===== src/rtl/instruction_fetch_stage.sv =====
// IF stage plus IF/ID pipeline register for the five-stage MIPS core.
// Drives a one-cycle-latency synchronous instruction memory.
module instruction_fetch_stage #(
  parameter logic [31:0] RESET_PC    = 32'h0000_0000,
  parameter int          IMEM_ADDR_W = 10
) (
  input  logic                   i_clk,
  input  logic                   i_reset,
  input  logic                   i_stall,
  input  logic                   i_flush,
  input  logic                   i_redirect,
  input  logic [31:0]            i_redirect_pc,
  output logic [IMEM_ADDR_W-1:0] o_imem_addr,
  output logic                   o_imem_en,
  input  logic [31:0]            i_imem_rdata,
  output logic [31:0]            o_instruction,
  output logic [31:0]            o_pc_plus4,
  output logic                   o_valid
);

  logic [31:0] r_pc;
  logic [31:0] r_fetch_pc;
  logic        r_fetch_valid;

  logic [31:0] w_nf;
  logic        w_fetch;
  logic        w_bubble;

  // Next fetch address; redirect wins, low bits dropped.
  always_comb begin
    w_nf = i_redirect ? i_redirect_pc : r_pc;
    w_nf[1:0] = 2'b00;
  end

  // A redirect still issues its target read while stalled.
  assign w_fetch     = !i_stall | i_redirect;
  assign w_bubble    = i_flush | (i_redirect & !i_stall);
  assign o_imem_en   = w_fetch;
  assign o_imem_addr = w_nf[IMEM_ADDR_W+1:2];

  // PC and in-flight request; hold when no read is issued.
  always_ff @(posedge i_clk or posedge i_reset) begin
    if (i_reset) begin
      r_pc          <= RESET_PC;
      r_fetch_pc    <= 32'h0;
      r_fetch_valid <= 1'b0;
    end else if (w_fetch) begin
      r_pc          <= w_nf + 32'd4;
      r_fetch_pc    <= w_nf;
      r_fetch_valid <= 1'b1;
    end
  end

  // IF/ID register: bubble beats stall beats normal load.
  always_ff @(posedge i_clk or posedge i_reset) begin
    if (i_reset) begin
      o_instruction <= 32'h0;
      o_pc_plus4    <= 32'h0;
      o_valid       <= 1'b0;
    end else if (w_bubble) begin
      o_valid       <= 1'b0;
    end else if (!i_stall) begin
      o_instruction <= i_imem_rdata;
      o_pc_plus4    <= r_fetch_pc + 32'd4;
      o_valid       <= r_fetch_valid;
    end
  end

endmodule


===== config.mk =====
export PLATFORM = sky130hd
export DESIGN_NAME = instruction_fetch_stage
export DESIGN_NICKNAME = d
export VERILOG_FILES = /design/src/rtl/instruction_fetch_stage.sv
export SDC_FILE = /design/constraint.sdc
export NUM_CORES = 1
export LEC_CHECK = 0
export CORE_ASPECT_RATIO = 0.7
export CORE_MARGIN = 2
export CORE_UTILIZATION = 55
export DETAILED_ROUTE_END_ITERATION = 10
export PLACE_DENSITY_LB_ADDON = 0.05
export RECOVER_POWER = 100
export SYNTH_ARGS = -nofsm -noshare
export SYNTH_HDL_FRONTEND = slang
export SYNTH_SLANG_ARGS = --single-unit

===== constraint.sdc =====
create_clock -name i_clk -period 8.1 [get_ports i_clk]
set_input_delay 1.215 -clock i_clk [delete_from_list [all_inputs] [get_ports i_clk]]
set_output_delay 1.215 -clock i_clk [all_outputs]
set_load 0.01 [all_outputs]

* Word level (Yosys, flattened, before mapping)
Cells that the tools add are included.
Storage, ports and cells: register bits 128, bits in latches 0, memory bits (writable) 0, bits in read-only memories 0, output and inout bits 76, logic and storage cells 19, memories kept 0
Operators by class: add/subtract/negate cells 2, multiply operators 0, divide/modulo/power cells 0, magnitude comparators 0, equal/unequal tests 1, shifts and indexed selects 0, mux-type cells 3, bitwise logic cells 5, reduce and logical (&&, ||, !) cells 2
Operators with widths (count):
- $add A32 B3 Y32 const B | 2
- $mux W32 | 1
- $mux W1 | 2
- $ne A2 B1 Y1 const B | 1
- $not A1 Y1 | 2
- $or A1 B1 Y1 | 2
- $reduce_and A2 Y1 | 1
- $and A1 B1 Y1 | 1
- $logic_not A1 Y1 | 1

* Logic depth before layout (Yosys ltp)
Gate-level depths: netlist of the first run.
word-level depth 5, mapped depth 13

* Worst setup path before layout of the first run
OpenSTA, ideal clock, no wires.
path type input port to flip-flop, from input i_redirect, to register r_pc[18], library setup time 0.143 ns, arrival time 3.527 ns, required time 7.957 ns, setup slack 4.430 ns, stages 13, path buffers 5, cell sequence buf_6 > buf_2 > buf_2 > buf_2 > mux2_2 > ha_1 > nand4b_1 > nand2_1 > nand3_1 > clkbuf_1 > nor2_1 > xnor2_1 > o221ai_1
On the way: cells in the longest elaborated chain, start to end 2, elaborated cells between the ends (all ways) 3, classes of those cells add/sub (1); mux (1); bitwise (1)
Ends and longest elaborated chain:
- start, declared | line 11 | input logic i_redirect,
- $mux W32 | line 31 | w_nf = i_redirect ? i_redirect_pc : r_pc;
- via w_nf[2] | line 25 | logic [31:0] w_nf;
- $add A32 B3 Y32 | line 48 | r_pc <= w_nf + 32'd4;
- end signal, assigned | line 48
- end, declared | line 21 | logic [31:0] r_pc;
The timed path passes the listed nets, and every way through them passes these cells. A chain may end at the register's enable or synchronous reset.

* Worst setup path in the final report of the first run
from input i_stall, to output o_imem_en
On the way: cells in the longest elaborated chain, start to end 2
Ends and longest elaborated chain:
- start, declared | line 9 | input logic i_stall,
- $logic_not A1 Y1
- $or A1 B1 Y1 | line 36 | assign w_fetch = !i_stall | i_redirect;
- end, declared | line 14 | output logic o_imem_en,
Every way passes these cells.

==> Flow_metrics.wiki, run 1 <==
{| class="wikitable"
! Metric !! Value
|-
| Sequential fraction of the synthesis area || 47.3%
|-
| Flip-flop cell with the highest count after synthesis || sky130_fd_sc_hd__dfrtp_1
|-
| HPWL after detailed placement || 11,300 um
|-
| Arrival time reported for the critical path endpoint || 4.75 ns
|-
| Number of synthesized flops with an enable pin || 0
|-
| Slowest CP cell || sky130_fd_sc_hd__clkbuf_1
|-
| Count of distinct cell types in the synthesized netlist || 52
|-
| Die extent in x || 135 um
|-
| IR drop worst, VDD || 0.193 mV
|-
| Clock latency on the worst-skew pair || 0.41 ns
|-
| Met1 global-route usage || 37.1%
|-
| Count of final hold-check violations || 0
|-
| Pleak || 3.40 nW
|-
| Remaining antenna violation count after routing || 0
|-
| Max_slew headroom || -158%
|-
| Hold Path End || r_fetch_valid
|-
| Starting Density || 56.2%
|-
| Main combinational cell family by area after synthesis || simple AND/OR/NAND/NOR gates
|-
| Setup_tns || 0 ns
|-
| Total routing usage reported by global routing || 25.9%
|-
| Cell depth of the worst min-delay path || 1
|-
| Multiplexer share of the synthesized area || 12.6%
|-
| I/O pin cnt || 145
|-
| Clock Tree Root || sky130_fd_sc_hd__clkbuf_16
|-
| Most heavily used metal layer in global routing || met2
|-
| Drt first-iter violations || 348
|-
| Number of nets at the end of the flow || 848
|-
| Met3 routing resource usage after global routing || 6.33%
|-
| Post-synthesis xor/xnor area fraction || 9.07%
|-
| Cell Area, Placed || 7960 um2
|-
| Internal power || 1.43 mW
|-
| Worst Min Path Start || r_fetch_valid
|-
| Failing checks || max-capacitance violations, max-slew violations
|-
| Class of the tightest hold or removal check || register to register
|-
| Die Footprint || 12,800 um2
|-
| Vias || 5,261
|-
| Worst R2R End || r_pc[27]
|-
| Ys async rst share || 100%
|-
| Required time reported for the critical path endpoint || 6.88 ns
|-
| FP Rows || 33
|-
| Maximum clock path buffer count || 2
|-
| Fraction of power spent switching nets || 28.2%
|-
| Minimum clock period || 5.96 ns
|-
| Highest achievable clock rate || 0.168 GHz
|-
| Clock group share of total power || 38.5%
|-
| Number of optimization iterations in the first detailed-route pass || 5
|-
| Clk pin slew, worst setup/hold paths || 0.05 ns
|-
| Most frequent cells in the layout || 124 x sky130_fd_sc_hd__dfrtp_1, 73 x sky130_fd_sc_hd__dlygate4sd3_1, 71 x sky130_fd_sc_hd__nor2_1, 66 x sky130_fd_sc_hd__nand2_1, 65 x sky130_fd_sc_hd__clkdlybuf4s50_1
|-
| Sum of routed wire length over all layers || 15,900 um
|-
| Area inside the core boundary || 11,700 um2
|-
| Average wire length per cell after detail routing || 16.8 um
|-
| Number of instances in the synthesized netlist || 658
|-
| First-pass GRT wire length || 25,600 um
|-
| H-tree depth || 4
|-
| Outcome || finished, violations left
|-
| Simple-gate share of the synthesized area || 17.8%
|-
| Filler cell count in the final layout || 828
|-
| Inserted Clock Buffers || 17
|-
| Layout overhead on the synthesized area || 29.5%
|-
| Mean instance size in the synthesized netlist || 9.98 um2
|-
| Cell count of the worst reg-to-reg path || 6
|-
| Share of power burned in registers || 40.4%
|-
| Final setup fails || 0
|-
| Synthesized-area fraction occupied by adder cells || 0.381%
|-
| Number of setup buffers added after CTS || 0
|-
| Comb power frac || 21.1%
|-
| Reported max-cap violation count || 3
|-
| Setup CP Type || input port to output pin
|-
| Count of antenna diodes in the layout || 0
|-
| Most common library cell in the layout ignoring fill and taps || sky130_fd_sc_hd__dfrtp_1
|-
| Warnings, synthesis || 0
|-
| Number of sinks driven by the clock tree || 124
|-
| Final Wtd Congestion || 0.822
|-
| Die height || 95.4 um
|-
| Via count of the first global-routing pass || 5,026
|-
| Largest net degree at the start of global routing || 100
|-
| Final design instance area without fill || 8500 um2
|-
| Register-to-register path setup slack || 5.23 ns
|-
| Final Cycle Share || 73.6%
|-
| Synthesis-stage register bit count || 124
|-
| Share of the synthesized area in compound gates (AO/OA/AOI/OAI) || 8.33%
|-
| Number of resized instances in the post-cts repair step || 0
|-
| Actual transition at the worst max-transition pin || 3.86 ns
|-
| Biggest cell delay along the critical path || 1.74 ns
|-
| Startpoint kind of the worst setup timing path || input port
|-
| Hold bufs inserted after CTS || 0
|-
| Initial antenna violation count || 0
|-
| GR Util met2 || 39.5%
|-
| Share of post-route cells with drive strength above 1 || 9.89%
|-
| Crit path cell chain || buf_2 > clkbuf_1 > nor2b_1 > buf_4 > inv_1 > dlygate4sd3_1
|-
| CP Capture Type || output pin
|-
| Psw || 0.561 mW
|-
| Ratio of total power to cell area || 234 nW/um2
|-
| Core utilization of the finished layout || 72.7%
|-
| Vias/cell || 5.56
|-
| Crit-path max FO || 42
|-
| Unrepaired setup endpoints after global routing || false
|-
| Number of slew-limit violations in the final report || 190
|-
| Total DRC errors in the routed layout || 0
|-
| Launching point of the worst reg2reg path || r_pc[6]
|-
| Max Clock Skew || 0.00638 ns
|-
| Grt total ovfl || 0
|-
| TritonCTS clock tree || yes
|-
| Post-synth design cell area || 6560 um2
|-
| Count of port buffers added during placement || 140
|}
==> synth_stat cells, types with 8 or more instances <==
cell | count | area share [%]
sky130_fd_sc_hd__nor3_1 | 17 | 1.3
sky130_fd_sc_hd__nand2_1 | 66 | 3.8
sky130_fd_sc_hd__a21oi_1 | 42 | 3.2
sky130_fd_sc_hd__nand4_1 | 8 | 0.76
sky130_fd_sc_hd__buf_2 | 8 | 0.61
sky130_fd_sc_hd__buf_4 | 12 | 1.4
sky130_fd_sc_hd__nor2_1 | 71 | 4.1
sky130_fd_sc_hd__mux2_2 | 38 | 6.5
sky130_fd_sc_hd__mux2i_1 | 40 | 6.1
sky130_fd_sc_hd__clkbuf_1 | 20 | 1.1
sky130_fd_sc_hd__nand3_1 | 27 | 2.1
sky130_fd_sc_hd__xor2_1 | 21 | 2.8
sky130_fd_sc_hd__xnor2_1 | 47 | 6.3
sky130_fd_sc_hd__o21ai_0 | 29 | 2.2
sky130_fd_sc_hd__dfrtp_1 | 124 | 47
sky130_fd_sc_hd__inv_1 | 13 | 0.74
==> metal layers <==
layer / share of wire, % / vias up
met5: 0 / -
met3: 7.8 / 12
li1: - / 2529
met4: 0.96 / 0
met1: 47 / 2524
met2: 44 / 196
==> kinds of logic (layout without fill, tap and decap cells) <==
family                     after synthesis  count (layout)
AOI/OAI and AO/OA                       92              92
xor gates and xnor gates                68              68
adders and majority gates                2               2
buffers and inverters                   59             189
DFF                                    124             124
muxes                                   78              78
other                                    1               2
and+or+nand+nor                        234             234
==> registers in the layout, indices dropped and copies added, names as in the netlist <==
signal / cells
r_fetch_valid: 1
o_valid: 1
r_pc: 30
o_pc_plus4: 30
o_instruction: 32
r_fetch_pc: 30
==> layout make-up <==
cell class              count  area [um2]  share of cell area (%)
multi-input cells         476        3130                    36.8
flip-flops and latches    124        3100                    36.5
repair buffers            145        1420                    16.7
clock buffers              17         425                    5.00
well taps                 157         196                    2.31
clock inverters            14         174                    2.05
inverters                  13        50.0                   0.589
==> how the worst max path moves through the flow <==
stage | slack, ns | cells past startpoint | to | from
6_report | 2.14 | 6 | o_imem_en | i_stall
5_1_grt | 1.79 | 5 | o_instruction[22] | i_stall
4_1_cts | 3.54 | 6 | o_imem_en | i_stall
3_5_place_dp | 3.47 | 8 | r_pc[31] | i_redirect
3_3_place_gp | 3.55 | 6 | o_imem_en | i_stall
2_1_floorplan | 3.59 | 1 | o_instruction[0] | i_reset
==> critical path, delay by kind of cell <==
family	cells	cell delay (ns)
and+or+nand+nor	1	0.28
buffers and inverters	5	3.20
==> through the flow <==
step | cells | power (mW) | worst slack, ns | hold slack (ns)
after global routing | 946 | 2.09 | 1.79 | 0.492
after floorplan | 659 | 1.03 | 3.59 | 0.436
final | 946 | 1.99 | 2.14 | 0.483
after global placement | 915 | 1.25 | 3.55 | 0.451
after detailed placement | 915 | 1.26 | 3.47 | 0.474
after CTS | 946 | 2.04 | 3.54 | 0.488
==> power groups by stage <==
stage	Clock, mW	Combinational (mW)	Sequential (mW)
5_1_grt	0.808	0.461	0.820
3_3_place_gp	0	0.437	0.809
4_1_cts	0.778	0.451	0.806
2_1_floorplan	0	0.204	0.827
3_5_place_dp	0	0.447	0.816
6_report	0.767	0.421	0.803
No activity file was read; power rests on OpenSTA's default activity.
==> run 2, diff against run 1 <==
Settings changed: CORE_UTILIZATION 55 to 51.
Clock period 8.1 ns to 5.8 ns, I/O delays scaled along.
==> run 2 against run 1 <==
Effect of this change:
- the flow still finishes with violations (max-capacitance violations, max-slew violations)
- hold slack worse by 0.0085 ns
- sequential power up 39%
- combinational power up 40%
- final area up 0.22%
- flip-flop and latch count unchanged
- clock-buffer cell count up 1
- clock power up 46%
- clock skew up 0.00080 ns
- critical path type unchanged
- largest power group unchanged
- highest routed layer unchanged
==> Flow_metrics.wiki, run 2 (synthesis gave the netlist of run 1 again) <==
{| class="wikitable"
! Metric !! Value
|-
| Filler cell count in the final layout || 966 (was 828)
|-
| Filler-free cell count of the finished design || 951 (was 946)
|-
| Cell Count Post-Placement || 919 (was 915)
|-
| I/O pin cnt || 145 (unchanged)
|-
| Inserted Clock Buffers || 17 (unchanged)
|-
| Required time reported for the critical path endpoint || 4.93 ns (was 6.88 ns)
|-
| Layout overhead on the synthesized area || 29.8% (was 29.5%)
|-
| Initial antenna violation count || 0 (unchanged)
|-
| Clock Tree Root || sky130_fd_sc_hd__clkbuf_16 (unchanged)
|-
| Die height || 98.9 um (was 95.4 um)
|-
| IR drop worst, VDD || 0.269 mV (was 0.193 mV)
|-
| Area inside the core boundary || 12,500 um2 (was 11,700 um2)
|-
| Failing checks || max-capacitance violations, max-slew violations (unchanged)
|-
| Largest net degree at the start of global routing || 90 (was 100)
|-
| Total routing usage reported by global routing || 24.2% (was 25.9%)
|-
| Max Clock Skew || 0.00717 ns (was 0.00638 ns)
|-
| Beginning of the critical path || i_redirect (was i_stall)
|-
| Share of post-route cells with drive strength above 1 || 9.76% (was 9.89%)
|-
| Number of flip-flops in the largest register || 32 (unchanged)
|-
| TritonCTS clock tree || yes (unchanged)
|-
| Minimum clock period || 4.12 ns
|-
| Actual transition at the worst max-transition pin || 3.15 ns (was 3.86 ns)
|-
| Vias || 5,291 (was 5,261)
|-
| Count of final hold-check violations || 0 (unchanged)
|-
| Max_slew headroom || -111% (was -158%)
|-
| Pleak || 3.42 nW (was 3.40 nW)
|-
| Via count of the first global-routing pass || 5,104 (was 5,026)
|-
| Drt first-iter violations || 341 (was 348)
|-
| Unrepaired setup endpoints after global routing || false (unchanged)
|-
| Number of sinks driven by the clock tree || 124 (unchanged)
|-
| Setup_tns || 0 ns (unchanged)
|-
| Die extent in x || 140 um (was 135 um)
|-
| Number of optimization iterations in the first detailed-route pass || 5 (unchanged)
|-
| Setup CP Type || input port to output pin (unchanged)
|-
| Die Footprint || 13,800 um2 (was 12,800 um2)
|-
| Maximum clock path buffer count || 2 (unchanged)
|-
| Clk pin slew, worst setup/hold paths || 0.06 ns (was 0.05 ns)
|-
| Most frequent cells in the layout || 124 x sky130_fd_sc_hd__dfrtp_1, 74 x sky130_fd_sc_hd__dlygate4sd3_1, 71 x sky130_fd_sc_hd__nor2_1, 66 x sky130_fd_sc_hd__nand2_1, 64 x sky130_fd_sc_hd__clkdlybuf4s50_1 (was 124 x sky130_fd_sc_hd__dfrtp_1, 73 x sky130_fd_sc_hd__dlygate4sd3_1, 71 x sky130_fd_sc_hd__nor2_1, 66 x sky130_fd_sc_hd__nand2_1, 65 x sky130_fd_sc_hd__clkdlybuf4s50_1)
|-
| H-tree depth || 4 (unchanged)
|-
| Starting Density || 52.5% (was 56.2%)
|-
| Count of port buffers added during placement || 140 (unchanged)
|-
| Remaining antenna violation count after routing || 0 (unchanged)
|-
| Combined area of the multi-input logic cells || 3130 um2 (about the same)
|-
| Sequential Area || 3100 um2 (unchanged)
|-
| Number of slew-limit violations in the final report || 163 (was 190)
|-
| Hold bufs inserted after CTS || 0 (unchanged)
|-
| Grt total ovfl || 0 (unchanged)
|-
| Number of nets at the end of the flow || 847 (was 848)
|-
| Average wire length per cell after detail routing || 17.0 um (was 16.8 um)
|-
| Final setup fails || 0 (unchanged)
|-
| Tot Pwr || 2.83 mW (was 1.99 mW)
|-
| FP Rows || 34 (was 33)
|-
| Launching point of the worst reg2reg path || r_pc[5] (was r_pc[6])
|-
| First-pass GRT wire length || 26,300 um (was 25,600 um)
|-
| Vias/cell || 5.56 (about the same)
|-
| Reported max-cap violation count || 2 (was 3)
|-
| Outcome || finished, violations left (unchanged)
|-
| Highest achievable clock rate || 0.242 GHz
|-
| Worst Min Path Start || r_fetch_valid (unchanged)
|-
| Count of antenna diodes in the layout || 0 (unchanged)
|-
| CP Capture Type || output pin (unchanged)
|-
| Number of resized instances in the post-cts repair step || 0 (unchanged)
|-
| Top reg by flops || o_instruction (unchanged)
|-
| Core utilization of the finished layout || 68.1% (was 72.7%)
|-
| Class of the tightest hold or removal check || register to register (unchanged)
|-
| Arrival time reported for the critical path endpoint || 3.25 ns (was 4.75 ns)
|-
| Startpoint kind of the worst setup timing path || input port (unchanged)
|-
| Clock latency on the worst-skew pair || 0.41 ns (about the same)
|-
| Total DRC errors in the routed layout || 0 (unchanged)
|-
| Sum of routed wire length over all layers || 16,200 um (was 15,900 um)
|-
| Final Cycle Share || 71.1%
|-
| Final Wtd Congestion || 0.851 (was 0.822)
|-
| HPWL after detailed placement || 11,400 um (was 11,300 um)
|-
| Ratio of total power to cell area || 332 nW/um2 (was 234 nW/um2)
|-
| Most common library cell in the layout ignoring fill and taps || sky130_fd_sc_hd__dfrtp_1 (unchanged)
|-
| Number of setup buffers added after CTS || 0 (unchanged)
|-
| Crit-path max FO || 30 (was 42)
|}
## run 2: cell count changes in the layout (fill, tap and decap cells not counted)
cell                              change
sky130_fd_sc_hd__bufinv_16            +1
sky130_fd_sc_hd__dlygate4sd3_1        +1
sky130_fd_sc_hd__clkbuf_2             +1
sky130_fd_sc_hd__clkinv_2             +1
sky130_fd_sc_hd__nor4_2               -1
sky130_fd_sc_hd__clkdlybuf4s50_1      -1
sky130_fd_sc_hd__nor4_1               +1
sky130_fd_sc_hd__buf_4                -1
sky130_fd_sc_hd__inv_6                +1
sky130_fd_sc_hd__clkinvlp_4           -3
## run 2: worst paths after layout
kind,to,slack (ns),cells after the start
setup / recovery,o_imem_en,1.68,4
hold / removal,r_fetch_valid,0.47,1
setup reg to reg,r_pc[27],2.86,6
hold reg to reg,r_fetch_valid,0.47,1
max in group asynchronous,o_instruction[9],2.24,3
min in group asynchronous,o_pc_plus4[23],1.81,2
## run 2: through the flow
step	area [um2]	hold slack, ns	setup WS (ns)
after floorplan	6570	0.436	1.63
after global placement	7960	0.452	1.99
after detailed placement	7960	0.460	1.97
after CTS	8580	0.474	1.96
after global routing	8520	0.494	1.45
final	8520	0.475	1.68
## run 2: worst max-delay path: stages
cell and delay [ns]:
sky130_fd_sc_hd__clkbuf_1 0.83, sky130_fd_sc_hd__nor2b_1 0.14, sky130_fd_sc_hd__inv_1 0.69, sky130_fd_sc_hd__dlygate4sd3_1 0.72
## run 2: final cells by class
class	instances	share of cell area (%)
clock buffers	18	5.04
clock inverters	14	2.29
inverters	13	0.587
multi-input cells	476	36.7
flip-flops and latches	124	36.4
well taps	162	2.38
repair buffers	144	16.6
## run 2: where the power goes
part,switching (mW),internal (mW),leakage (nW)
combinational,0.277,0.311,1.67
sequential,0.113,1.01,1.44
clock,0.397,0.721,0.304
## run 2: metal layers
metal	vias up	share of wire (%)	global-route usage [%]	routed length [um]
met2	234	43	35.9	7020
met5	-	0	0	0
li1	2512	-	-	-
met1	2517	47	34.9	7580
met3	28	8.2	6.66	1340
met4	0	1.6	7.23	262
==> RTL edit: new RTL, config.mk and constraints of run 2 <==
Make the reset (`i_reset`) synchronous in 2 clocked blocks.
--- a/src/rtl/instruction_fetch_stage.sv
+++ b/src/rtl/instruction_fetch_stage.sv
@@ -39,7 +39,7 @@
   assign o_imem_addr = w_nf[IMEM_ADDR_W+1:2];
 
   // PC and in-flight request; hold when no read is issued.
-  always_ff @(posedge i_clk or posedge i_reset) begin
+  always_ff @(posedge i_clk) begin
     if (i_reset) begin
       r_pc          <= RESET_PC;
       r_fetch_pc    <= 32'h0;
@@ -52,7 +52,7 @@
   end
 
   // IF/ID register: bubble beats stall beats normal load.
-  always_ff @(posedge i_clk or posedge i_reset) begin
+  always_ff @(posedge i_clk) begin
     if (i_reset) begin
       o_instruction <= 32'h0;
       o_pc_plus4    <= 32'h0;
Check against the original RTL: differs if i_reset is asserted again (counterexample within 4 cycles, from zero or initial values and one cycle with i_reset high); with i_reset held inactive, the same outputs for 4 cycles.
==> RTL edit against run 2 <==
- the run still ends with max-capacitance violations, max-slew violations left
- fmax fell by 9.7%
- final cell count is 11% higher
- routed wire length grew 5.8%
- global-route usage is 1.9 points higher
- worst setup slack worse by 0.44 ns
- clock skew increased by 0.00051 ns
- sequential cell count is the same
- cell area down 4.7%
- synthesized area is 4.9% lower
Power is not compared: it rests on default switching activity, and its combinational part moved more than twofold at a synthesized area within 25%.
==> RTL edit: results (changes against run 2) <==
- Cts repair resizes: 0 (unchanged)
- Switching pwr: around 600 µW
- Starting DRT DRC Count: 421 (+23%)
- Leakage: slightly above 0.003 µW
- Status: finished with violations
- Max Cap Violations: 1 (-1)
- Worst slew pin tran: 2.23 ns (-0.915 ns)
- Reg clk slew, reported paths: 0.06 ns (about the same)
- Cts hold-fix bufs: 0 (unchanged)
- CTS Root Buffer Type: clkbuf_16
- Final Max Slew Viols: 63 (-61%)
- Crit-path slowest cell: inv_1
- Number of flip-flops in the largest register: 32 (unchanged)
- Gr usage total: 26.1% (+1.9 points)
- Max Fanout on Critical Path: 45 (+50%)
- Min-Delay Path Class: flop to flop
- Reg with most FFs: o_instruction
- Failing checks: max-capacitance violations, max-slew violations
- CTS buffer count: 17 (unchanged)
- Initial antenna violation count: 0 (unchanged)
- Worst Clk Skew: 0.00768 ns (+0.000508 ns)
- Routed Wire Length: 17100 µm (+5.8%)
- Top cells by count, synth: dfxtp_1 (124), nand2_1 (104), nor2_1 (93), a21oi_1 (80), clkbuf_1 (42)
- DP HPWL: 12000 µm (+5.3%)
- First-pass GRT wire length: 26800 µm (+1.8%)
- Worst-skew pair later-pin latency: 0.41 ns (about the same)
- Sequential area share after synthesis: 39.8% (-7.5 points)
- Arrival time at the worst endpoint: 3.70 ns (+0.45 ns)
- Post-CTS Repair Setup Buffers: 0 (unchanged)
- Post-layout nets: 962 (+14%)
- Vias in the first global route: 5356 (+4.9%)
- Synth warnings: 0 (unchanged)
- Crit-path leading delay family: buffers and inverters
- Placed Area: 7580 µm² (-4.7%)
- Worst VDD drop: 0.231 mV
- Via density: 5.70 (+2.4%)
- Synth top area cells: dfxtp_1 (40%), a21oi_1 (6.4%), nand2_1 (6.3%)
- Share of cells above drive strength 1: 4.43% (-5.3 points)
- Maximum buffer depth of the clock tree: 2 (unchanged)
- Critical Path Max Stage Delay: 1.00 ns (+0.17 ns)
- Placer's final routability congestion estimate: 0.907 (+6.6%)
- DRT Pass-1 Iters: 5 (unchanged)
- Largest net degree at the start of global routing: 103 (+14%)
- H-tree depth: 4 (unchanged)
- Fillcell total: 994 (+2.9%)
- Synth cell types: 50 (-3.8%)
- # diodes: 0 (unchanged)
- Async set-reset flop share out of synthesis: 0% (-100 points)
- IO Port Bufs: 140 (unchanged)
-- RTL edit: power by group through the flow --
stage	sequential (µW)	clock, µW	combinational [µW]
2_1_floorplan	960	0	167
3_3_place_gp	962	0	292
3_5_place_dp	966	0	298
4_1_cts	948	1040	300
5_1_grt	955	1080	320
6_report	949	1030	292
-- RTL edit: through the flow --
stage          hold WS (ns)  cells  total power, µW  setup slack, ns  util (%)
2_1_floorplan         0.432    788             1130             2.10         -
3_3_place_gp          0.442   1029             1250             1.84      64.2
3_5_place_dp          0.448   1029             1260             1.84      64.2
4_1_cts               0.455   1060             2290             1.83      69.0
5_1_grt               0.472   1060             2350            0.988      68.8
6_report              0.451   1060             2270             1.23      68.8
-- RTL edit: cell type report --
class,count,share of cell area (%)
clock buffer,17,5.24
clock inverter,14,1.79
inverter,17,0.786
multi-input combinational,584,41.6
sequential,124,30.6
tap,157,2.42
timing repair buffer,147,17.6
-- RTL edit: routing by layer --
| layer | vias up | routed length (µm) | GRT usage, % |
|---|---|---|---|
| met5 | - | 0 | 0 |
| met4 | 0 | 147 | 8.07 |
| met3 | 22 | 1650 | 6.21 |
| met2 | 252 | 7470 | 38.7 |
| met1 | 2801 | 7870 | 37.4 |
| li1 | 2962 | - | - |
-- RTL edit: logic make-up after synthesis --
family,count (synthesis),synth area share [%]
simple gates,312,23.1
buf+inv,80,5.94
xor+xnor,60,8.42
compound gates,177,17.2
mux,31,5.03
fa+ha+maj,2,0.401
other cells,1,0.0601
flops,124,39.8
-- RTL edit: final timing paths --
kind | startpoint | to | slack, ns | depth (start not counted)
worst max-delay path | i_stall | o_imem_en | 1.23 | 6
worst min-delay path | o_instruction[22] | o_instruction[22] | 0.45 | 2
worst max register to register | r_pc[4] | r_pc[31] | 2.74 | 7
worst min register to register | o_instruction[22] | o_instruction[22] | 0.45 | 2
